==> src/rtl/uart_msg_reader_pkg.sv <==
// Shared definitions for the UART message reader: size defaults, a ceiling-log2
// helper for address widths, and the reader FSM state type.
package uart_msg_reader_pkg;

  localparam int WIDTH_DEF = 8;
  localparam int LEN_DEF   = 256;

  // Ceiling log2; returns 0 for values of 0 or 1.
  function automatic int clog2(input int value);
    int result;
    result = 0;
    while ((1 << result) < value) begin
      result = result + 1;
    end
    return result;
  endfunction

  typedef enum logic [2:0] {
    ST_IDLE,
    ST_READ,
    ST_LOAD,
    ST_SEND,
    ST_DONE
  } state_t;

endpackage

==> src/rtl/uart_msg_reader.sv <==
// Reads a message of up to LEN bytes out of the message RAM in address order and
// presents each byte to the UART transmitter over a valid/ready interface.
module uart_msg_reader
  import uart_msg_reader_pkg::*;
#(
  parameter  int WIDTH = WIDTH_DEF,
  parameter  int LEN   = LEN_DEF,
  localparam int AW    = clog2(LEN - 1) + 1
) (
  input  logic             clk,
  input  logic             rst_n,
  input  logic             msg_valid,
  input  logic [AW-1:0]    msg_len,
  output logic             msg_ready,
  output logic [AW-1:0]    addr,
  input  logic [WIDTH-1:0] dout,
  output logic [WIDTH-1:0] tx_data,
  output logic             tx_valid,
  input  logic             tx_ready,
  output logic             busy,
  output logic             done
);

  localparam logic [AW-1:0] LEN_AW = AW'(LEN);

  state_t           state_reg,    state_next;
  logic [AW-1:0]    len_reg,      len_next;
  logic [AW-1:0]    idx_reg,      idx_next;
  logic [AW-1:0]    addr_reg,     addr_next;
  logic [WIDTH-1:0] tx_data_reg,  tx_data_next;
  logic             tx_valid_reg, tx_valid_next;
  logic             busy_reg,     busy_next;
  logic [AW-1:0]    idx_plus1;

  // Last byte is detected as idx+1==len so len-1 is never formed.
  assign idx_plus1 = idx_reg + AW'(1);

  always_comb begin
    state_next    = state_reg;
    len_next      = len_reg;
    idx_next      = idx_reg;
    addr_next     = addr_reg;
    tx_data_next  = tx_data_reg;
    tx_valid_next = tx_valid_reg;
    busy_next     = busy_reg;
    case (state_reg)
      ST_IDLE: begin
        if (msg_valid) begin
          len_next   = (msg_len > LEN_AW) ? LEN_AW : msg_len;
          idx_next   = '0;
          addr_next  = '0;
          busy_next  = 1'b1;
          state_next = (msg_len == '0) ? ST_DONE : ST_READ;
        end
      end
      ST_READ: state_next = ST_LOAD;
      ST_LOAD: begin
        tx_data_next  = dout;
        tx_valid_next = 1'b1;
        state_next    = ST_SEND;
      end
      ST_SEND: begin
        if (tx_ready) begin
          tx_valid_next = 1'b0;
          if (idx_plus1 == len_reg) begin
            state_next = ST_DONE;
          end else begin
            idx_next   = idx_plus1;
            addr_next  = idx_plus1;
            state_next = ST_READ;
          end
        end
      end
      ST_DONE: begin
        busy_next  = 1'b0;
        state_next = ST_IDLE;
      end
      default: state_next = ST_IDLE;
    endcase
  end

  always_ff @(posedge clk) begin
    if (!rst_n) begin
      state_reg    <= ST_IDLE;
      len_reg      <= '0;
      idx_reg      <= '0;
      addr_reg     <= '0;
      tx_data_reg  <= '0;
      tx_valid_reg <= 1'b0;
      busy_reg     <= 1'b0;
    end else begin
      state_reg    <= state_next;
      len_reg      <= len_next;
      idx_reg      <= idx_next;
      addr_reg     <= addr_next;
      tx_data_reg  <= tx_data_next;
      tx_valid_reg <= tx_valid_next;
      busy_reg     <= busy_next;
    end
  end

  assign msg_ready = (state_reg == ST_IDLE);
  assign done      = (state_reg == ST_DONE);
  assign addr      = addr_reg;
  assign tx_data   = tx_data_reg;
  assign tx_valid  = tx_valid_reg;
  assign busy      = busy_reg;

endmodule

==> config.mk <==
export PLATFORM = sky130hd
export DESIGN_NAME = uart_msg_reader
export DESIGN_NICKNAME = d
export VERILOG_FILES = /design/src/rtl/uart_msg_reader_pkg.sv /design/src/rtl/uart_msg_reader.sv
export SDC_FILE = /design/constraint.sdc
export NUM_CORES = 1
export LEC_CHECK = 0
export ABC_CLOCK_PERIOD_IN_PS = 2400
export BUFFER_PORTS_ARGS = -buffer_cell sky130_fd_sc_hd__buf_2
export CELL_PAD_IN_SITES_DETAIL_PLACEMENT = 0
export CELL_PAD_IN_SITES_GLOBAL_PLACEMENT = 2
export CORE_ASPECT_RATIO = 0.75
export CORE_MARGIN = 10
export CORE_UTILIZATION = 27
export CTS_CLUSTER_DIAMETER = 40
export DETAILED_ROUTE_END_ITERATION = 12
export PLACE_DENSITY_LB_ADDON = 0.1
export SYNTH_ARGS = -nofsm -noshare
export SYNTH_HDL_FRONTEND = slang
export SYNTH_SLANG_ARGS = --single-unit
export TNS_END_PERCENT = 5
==> constraint.sdc <==
create_clock -name clk -period 2.4 [get_ports clk]
set_input_delay 0.6 -clock clk [delete_from_list [all_inputs] [get_ports clk]]
set_output_delay 0.6 -clock clk [all_outputs]
set_load 0.05 [all_outputs]
Yosys cells after proc, flatten, opt, wreduce, memory -nomap -nowiden --
Cells that the tools add are included.
Word-level totals: input bits 21, word-level logic and storage cells 40, output and inout port bits 21, bits in registers 31
Operators by class: mux-type cells 14, magnitude comparators 1, equal/unequal tests 8, add/sub/neg operators 1, reductions and logical operators 10
Operator list (count):
- 9-bit 2-to-1 mux | 4
- 9-bit one-hot mux with 2 select lines | 1
- 3-bit 2-to-1 mux | 4
- 3-bit one-hot mux with 4 select lines | 1
- 9-bit by 1-bit adder with 9-bit output, second input constant | 1
- 9-bit == test | 1
- 9-bit greater-than comparator, second input constant | 1
- 9-bit zero test | 1
- 2-bit AND reduction | 4
- 3-bit by 2-bit == test with 1-bit output, second input constant | 2
- 2-bit inequality test, second input constant | 3
- 2-bit nonzero test | 3
- 1-bit one-hot mux with 2 select lines | 2
- 4-bit AND reduction | 1
- 3-bit by 1-bit == test with 1-bit output, second input constant | 1
- 3-bit == test, second input constant | 1
- 3-bit zero test | 1
- 1-bit 2-to-1 mux | 2

Depth between registers and ports, before layout --
Gate-level depths: netlist of the first run.
word-level depth 5, gate-level depth with buffers 9, mapped depth without buffers 7

Worst setup path before layout of the first run --
No wires, ideal clock.
path type flip-flop to flip-flop, from register state_reg[0], to register addr_reg[2] (netlist: addr[2]), buffers on the path 1, data arrival time 2663 ps, library setup time 123 ps, setup slack -385 ps, cell stages (with the launch flop) 6, path through dfxtp_1 -> nor3_1 -> nand2_1 -> o211a_1 -> buf_6 -> a221o_2
Between the ends: cells in the longest elaborated chain, start to end 3
RTL lines:
- start, declared | line uart_msg_reader.sv:26 | state_t state_reg, state_next;
- start signal, assigned | line uart_msg_reader.sv:92 | state_reg <= state_next;
- 3-bit zero test *
- named net msg_ready | line uart_msg_reader.sv:14 | output logic msg_ready,
- 2-bit inequality test (no source line) or 2-bit nonzero test (tied branches)
- 4-bit AND reduction (no source line)
- end signal, assigned | line uart_msg_reader.sv:95 | addr_reg <= addr_next;
- end, declared | line uart_msg_reader.sv:29 | logic [AW-1:0] addr_reg, addr_next;
Mark *: on every way through the listed nets, which the timed path passes. The rest lies on a longest branch. A chain may end at the register's enable or synchronous reset.

==> metrics.md, run 1 <==
| Metric | Value |
|---|---|
| Status | `finished, final reports clean` |
| Max FO, Critical Path | `9` |
| Top Ports | `42` |
| ANT nets after route | `0` |
| Worst setup path class | `flip-flop to flip-flop` |
| CP Cell Sequence | `ha_1 -> and3_4 -> xnor2_1 -> a2111oi_2 -> nor4b_4 -> buf_4 -> o211a_2 -> mux2_2` |
| Post-synthesis cell count | `roughly 190` |
| Chip width | `approximately 110 um` |
| Cell Rows | `24` |
| Max_cap viols | `0` |
| CTS Root Cell | `clkbuf_8` |
| Peak Freq | `around 440 MHz` |
| Final setup fails | `0` |
| Dpl cell area | `roughly 0.0019 mm^2` |
| Post-synth EDFFs | `0` |
| Pin count of the biggest net entering global routing | `20` |
| I/O Buffers | `41` |
| Clock Path Buffers | `2` |
| Starting density of the core | `about 28%` |
| # Post-CTS Setup Buffers | `0` |
| Post-Route Utilization | `35.36%` |
| Clock tree sinks | `31` |
| Seq/Total Area, Yosys | `approximately two fifths` |
| Relative slew slack | `a little under three fifths` |
| GRT Total Usage | `between 10 and 15%` |
| Largest family of logic cells by synthesized area | `simple AND/OR/NAND/NOR gates` |
| Complex-gate fraction of the synthesized area | `between 10% and 20%` |
| Buffers & Inverters on Critical Path | `1` |
| Starting DRT DRC Count | `between 60 and 70` |
| Pwr per Cell Area | `around 590 mW/mm^2` |
| Top FF cell, synth | `dfxtp_1` |
| Multi-input combinational cell area | `905.9 um^2` |
| IR drop worst, VDD | `0.0002078 V` |
| Post-Syn Area | `between 0.0015 and 0.002 mm^2` |
| Synthesized area per cell | `8.368 um^2` |
| First-pass GRT wire length | `between 7000 and 8000 um` |
| Slew Limit Fails | `0` |
| Req. time, crit path | `2.61 ns` |
| FF+latch count, synth | `31` |
| Final TNS setup | `0 ns` |
| Worst Clk Skew | `~0.008 ns` |
| Non-Filler Instances | `between 300 and 400` |
| Mux share of post-synthesis cell area | `less than 1%` |
| H-tree levels | `2` |
| RePlAce Congestion | `approximately 0.86` |
| Drt drc | `0` |
| Leakage | `0.9036 nW` |
| RSZ-0062 raised after global routing | `no` |
| CTS tree | `yes` |
| Via count | `1480` |
| Data arrival, critical path | `~2.5 ns` |
| Placed insts | `slightly above 300` |
| Register area | `roughly 630 um^2` |
| Final worst-path cycle share | `about 94%` |
| Simple-Gate Fraction of Synth Area | `a little under a third` |
| Crit path max-delay cell type | `a2111oi_2` |
| Hold Crit Class | `flip-flop to flip-flop` |
| Xor and xnor area share after synthesis | `approximately 6.6%` |
| Filler cell count | `628` |
| Final hold vios | `0` |
| CP startpoint kind | `flip-flop` |
| DP Wirelength | `3696 um` |
| Final layout net count | `259` |
| Die ar. | `just over 0.009 mm^2` |
| Synth-to-layout area growth | `28.24%` |
| Vias in the first global route | `around 1400` |
| Most common cell after layout, fill and taps aside | `buf_2` |
| Most frequent cells in the layout | `buf_2 (41), dfxtp_1 (25), nand2_1 (24)` |
| Worst-Margin Slew | `around 0.64 ns` |
| Post-synthesis adder-cell area fraction | `less than 1%` |
| Gr ovfl total | `0` |
| Synth cell types | `38` |
| Layout cells sized above 1 | `33.61%` |
| Wire per inst | `about 15 um` |
| Final wirelength | `4669 um` |
| Worst skew pair latency | `approximately 0.28 ns` |
| 1st-pass router iterations | `4` |
| Final Hold Slack | `0.4519 ns` |
| Reg clk slew, reported paths | `0.06 ns` |
| Core area | `0.005736 mm^2` |
| Ys async rst share | `0%` |
| CP max stage delay | `about 0.35 ns` |
| CTS buffer count | `5` |
| Crit. End Element | `flip-flop` |
| Antenna diodes | `0` |
| Vias/cell | `4.684` |
| DIE HEIGHT | `around 86 um` |
| Syn_nets | `211` |
| Final instance area | `~0.0020 mm^2` |
| Yosys Warn Count | `0` |
| Min Clock Period, post-route | `about 2.3 ns` |
| Family with the most delay on the worst path | `compound AO/OA/AOI/OAI gates` |
| Initial antenna violation count | `0` |
-- timing repair --
action,in CTS,in global routing
hold buffers,0,0
gates resized for setup,0,3
hold endpoints to repair,0,0
setup endpoints to repair,0,9
-- stage by stage --
| step | total power, mW | setup WS [ns] |
|---|---|---|
| 5_1_grt | 1.249 | 0.003798 |
| 3_3_place_gp | 0.7450 | 0.1054 |
| 6_report | 1.190 | 0.1354 |
| 4_1_cts | 1.208 | 0.06161 |
| 3_5_place_dp | 0.7465 | 0.04514 |
| 2_1_floorplan | 0.6897 | 0.008074 |
-- final cells by class --
cell class,instances,area share [%]
multi-input combinational,145,44.66
inverter,3,0.5552
clock buffer,8,4.935
timing repair buffer,51,13.82
tap,78,4.812
sequential,31,31.22
-- Yosys cell counts, types with 2 or more instances --
master	instances	share of area [%]
a21oi_1	22	7.0
a221o_2	6	4.3
a31oi_1	2	0.79
and2_1	2	0.79
and3_1	8	3.2
and4_1	2	1.1
buf_4	4	1.9
clkbuf_1	4	0.95
dfxtp_1	31	39
inv_1	2	0.47
nand2_1	24	5.7
nand2b_1	3	1.2
nand3_1	9	2.8
nand4_1	2	0.79
nor2_1	20	4.7
nor3_1	6	1.9
nor3b_1	10	4.7
nor4_1	2	0.79
xnor2_1	7	3.9
xor2_1	5	2.8
-- routing by layer --
| layer | wire length [um] | track usage (%) |
|---|---|---|
| met5 | 0 | 0 |
| met4 | 23 | 2.509 |
| met3 | 338 | 3.929 |
| met2 | 1992 | 15.15 |
| met1 | 2314 | 13.81 |
-- power by group --
part | switching, mW | leakage, nW | total, mW | internal [mW]
Clock | 0.193 | 0.0515 | 0.455 | 0.262
Sequential | 0.0158 | 0.256 | 0.550 | 0.534
Combinational | 0.125 | 0.596 | 0.186 | 0.0608
-- logic make-up after synthesis --
group,Yosys count
AOI/OAI and AO/OA,37
buffers and inverters,13
DFF,31
xor gates and xnor gates,12
muxes,1
and+or+nand+nor,94
adders and majority gates,1
-- tightest hold or removal path: cells and delay by family, from the launching register on --
kind	cells	cell delay, ns
DFF	1	0.30
and+or+nand+nor	1	0.05
AOI/OAI and AO/OA	1	0.05
-- path summary, 6_finish.rpt --
check / end / slack, ns / start / cells past startpoint
max: addr[0] / 0.14 / addr[0] / 8
min: tx_data[5] / 0.45 / tx_data[5] / 2
max reg2reg: addr[0] / 0.14 / addr[0] / 8
min reg2reg: tx_data[5] / 0.45 / tx_data[5] / 2
(Power assumes the default switching activity.)
==> run 2, diff against run 1 <==
--- a/config.mk
+++ b/config.mk
@@ -5,13 +5,13 @@
 export SDC_FILE = /design/constraint.sdc
 export NUM_CORES = 1
 export LEC_CHECK = 0
-export ABC_CLOCK_PERIOD_IN_PS = 2400
+export ABC_CLOCK_PERIOD_IN_PS = 2790
 export BUFFER_PORTS_ARGS = -buffer_cell sky130_fd_sc_hd__buf_2
 export CELL_PAD_IN_SITES_DETAIL_PLACEMENT = 0
 export CELL_PAD_IN_SITES_GLOBAL_PLACEMENT = 2
 export CORE_ASPECT_RATIO = 0.75
 export CORE_MARGIN = 10
-export CORE_UTILIZATION = 27
+export CORE_UTILIZATION = 32
 export CTS_CLUSTER_DIAMETER = 40
 export DETAILED_ROUTE_END_ITERATION = 12
 export PLACE_DENSITY_LB_ADDON = 0.1
==> constraint.sdc (replaced) <==
create_clock -name clk -period 2.79 [get_ports clk]
set_input_delay 0.6975 -clock clk [delete_from_list [all_inputs] [get_ports clk]]
set_output_delay 0.6975 -clock clk [all_outputs]
set_load 0.05 [all_outputs]
==> metrics.md, run 2 (same netlist as run 1, synthesis figures left out) <==
| Metric | Value |
|---|---|
| Peak Freq | `387.3 MHz (-12%)` |
| Post-Route Utilization | `40.06% (+4.7 points)` |
| Synth-to-layout area growth | `22.71%` |
| Pwr per Cell Area | `523.9 mW/mm^2 (-11%)` |
| Buffers & Inverters on Critical Path | `1 (unchanged)` |
| Data arrival, critical path | `2.74 ns (+0.26 ns)` |
| Final TNS setup | `0 ns (unchanged)` |
| CTS tree | `yes` |
| Slew Limit Fails | `0 (unchanged)` |
| Status | `finished, final reports clean` |
| Clock Path Buffers | `2 (unchanged)` |
| Wire per inst | `14.92 um (+0.97%)` |
| Hold Crit Class | `flip-flop to flip-flop` |
| Final layout net count | `254 (-1.9%)` |
| Top Ports | `42 (unchanged)` |
| Starting DRT DRC Count | `106 (+68%)` |
| Cell Rows | `22 (-8.3%)` |
| Non-Filler Instances | `293 (-7.3%)` |
| Via count | `1537 (+3.9%)` |
| Worst Clk Skew | `0.003953 ns (-0.003874 ns)` |
| Most frequent cells in the layout | `buf_2 (41), dfxtp_1 (31), nand2_1 (24)` |
| Worst setup path class | `flip-flop to flip-flop` |
| RSZ-0062 raised after global routing | `no` |
| CP Cell Sequence | `ha_2 -> and3_4 -> a21oi_1 -> nor3b_1 -> nor4b_4 -> buf_4 -> o211a_1 -> a221o_2` |
| Core area | `0.004845 mm^2 (-16%)` |
| Drt drc | `0 (unchanged)` |
| First-pass GRT wire length | `7245 um (-4.4%)` |
| Final worst-path cycle share | `92.54% (-1.8 points)` |
| Vias in the first global route | `1498 (+5.3%)` |
| Crit. End Element | `flip-flop` |
| Dpl ws | `0.08488 ns (+0.03974 ns)` |
| IR drop worst, VDD | `0.0001877 V (-9.7%)` |
| 1st-pass router iterations | `4 (unchanged)` |
| Reg clk slew, reported paths | `0.07 ns (about the same)` |
| Antenna diodes | `0 (unchanged)` |
| Family with the most delay on the worst path | `compound AO/OA/AOI/OAI gates` |
| H-tree levels | `2 (unchanged)` |
| Hold buffers post-CTS | `0 (unchanged)` |
| Fin worst setup slack | `0.2081 ns (+0.07277 ns)` |
| Final hold vios | `0 (unchanged)` |
| Layout cells sized above 1 | `28.33% (-5.3 points)` |
| Clock tree sinks | `31 (unchanged)` |
| Max_cap viols | `0 (unchanged)` |
| Crit path max-delay cell type | `dfxtp_1` |
| Req. time, crit path | `2.95 ns (+0.34 ns)` |
| Worst skew pair latency | `0.27 ns (about the same)` |
| CP max stage delay | `0.45 ns (+0.10 ns)` |
| CTS buffer count | `5 (unchanged)` |
| Gr ovfl total | `0 (unchanged)` |
| Worst-Margin Slew | `0.5779 ns (-0.06048 ns)` |
| Chip width | `101.2 um (-6.6%)` |
| Starting density of the core | `32.64% (+5.1 points)` |
| Most common cell after layout, fill and taps aside | `buf_2` |
| Pin count of the biggest net entering global routing | `20 (unchanged)` |
| Initial antenna violation count | `0 (unchanged)` |
| CTS Root Cell | `clkbuf_8` |
| Final wirelength | `4371 um (-6.4%)` |
| I/O Buffers | `41 (unchanged)` |
| GRT Total Usage | `11.00% (+0.69 points)` |
| Min Clock Period, post-route | `2.582 ns (+0.3172 ns)` |
| Vias/cell | `5.246 (+12%)` |
| Final setup fails | `0 (unchanged)` |
| RePlAce Congestion | `0.7758 (-10%)` |
| Max FO, Critical Path | `9 (unchanged)` |
| Die ar. | `0.008183 mm^2 (-12%)` |
| Placed insts | `283 (-8.1%)` |
| ANT nets after route | `0 (unchanged)` |
| Relative slew slack | `61.18% (+4.1 points)` |
| CP startpoint kind | `flip-flop` |
| Leakage | `0.8617 nW (-4.6%)` |
| DP Wirelength | `3464 um (-6.3%)` |
| DIE HEIGHT | `80.88 um (-6.3%)` |
==> run 2: cell count changes in the layout (fill, tap and decap cells not counted), moves of 2 or more <==
cell,change
buf_4,-5
dfxtp_1,+6
dfxtp_2,-4
dfxtp_4,-2
==> run 2: timing repair <==
| action | CTS | global route |
|---|---|---|
| resized for setup | 0 | 1 |
| setup buffers | 0 | 2 |
| endpoints found under the setup margin | 0 | 9 |
==> run 2: tightest hold or removal path: stages, from the launching register on <==
cell     delay, ns
dfxtp_1       0.31
nand2_1       0.05
a21oi_1       0.05
==> run 2: per-stage QoR <==
stage               total power, mW  instance area (um^2)  hold WS (ns)
CTS                           1.032                  1923        0.4566
detailed placement           0.6402                  1823        0.4472
global route                  1.069                  1941        0.4712
global placement             0.6380                  1823        0.4388
finish                        1.017                  1941        0.4544
floorplan                    0.5941                  1582        0.4478
==> run 2: layout make-up <==
type,count,area (um^2)
Sequential cell,31,620.6
Clock buffer,8,100.1
Multi-Input combinational cell,145,890.9
Inverter,3,11.26
Fill cell,519,2904
Tap cell,60,75.07
Timing Repair Buffer,46,242.7
==> run 2: per-layer routing <==
metal / GRT usage [%] / share of wire (%) / vias up
li1: - / - / 757
met1: 13.98 / 46 / 739
met2: 16.90 / 44 / 39
met3: 4.495 / 9.5 / 2
met4: 2.917 / 0.39 / 0
met5: 0 / 0 / -
==> run 2: final timing paths <==
check                   from  depth (start not counted)  slack (ns)    endpoint
setup / recovery     addr[1]                          8        0.21     addr[7]
hold / removal    tx_data[5]                          2        0.45  tx_data[5]
setup reg to reg     addr[1]                          8        0.21     addr[7]
hold reg to reg   tx_data[5]                          2        0.45  tx_data[5]
==> run 2: power breakdown <==
group          switching [mW]  leakage (nW)  internal, mW  total [mW]
combinational           0.107         0.558        0.0509       0.158
clock                   0.160        0.0515         0.225       0.385
sequential             0.0122         0.252         0.461       0.473
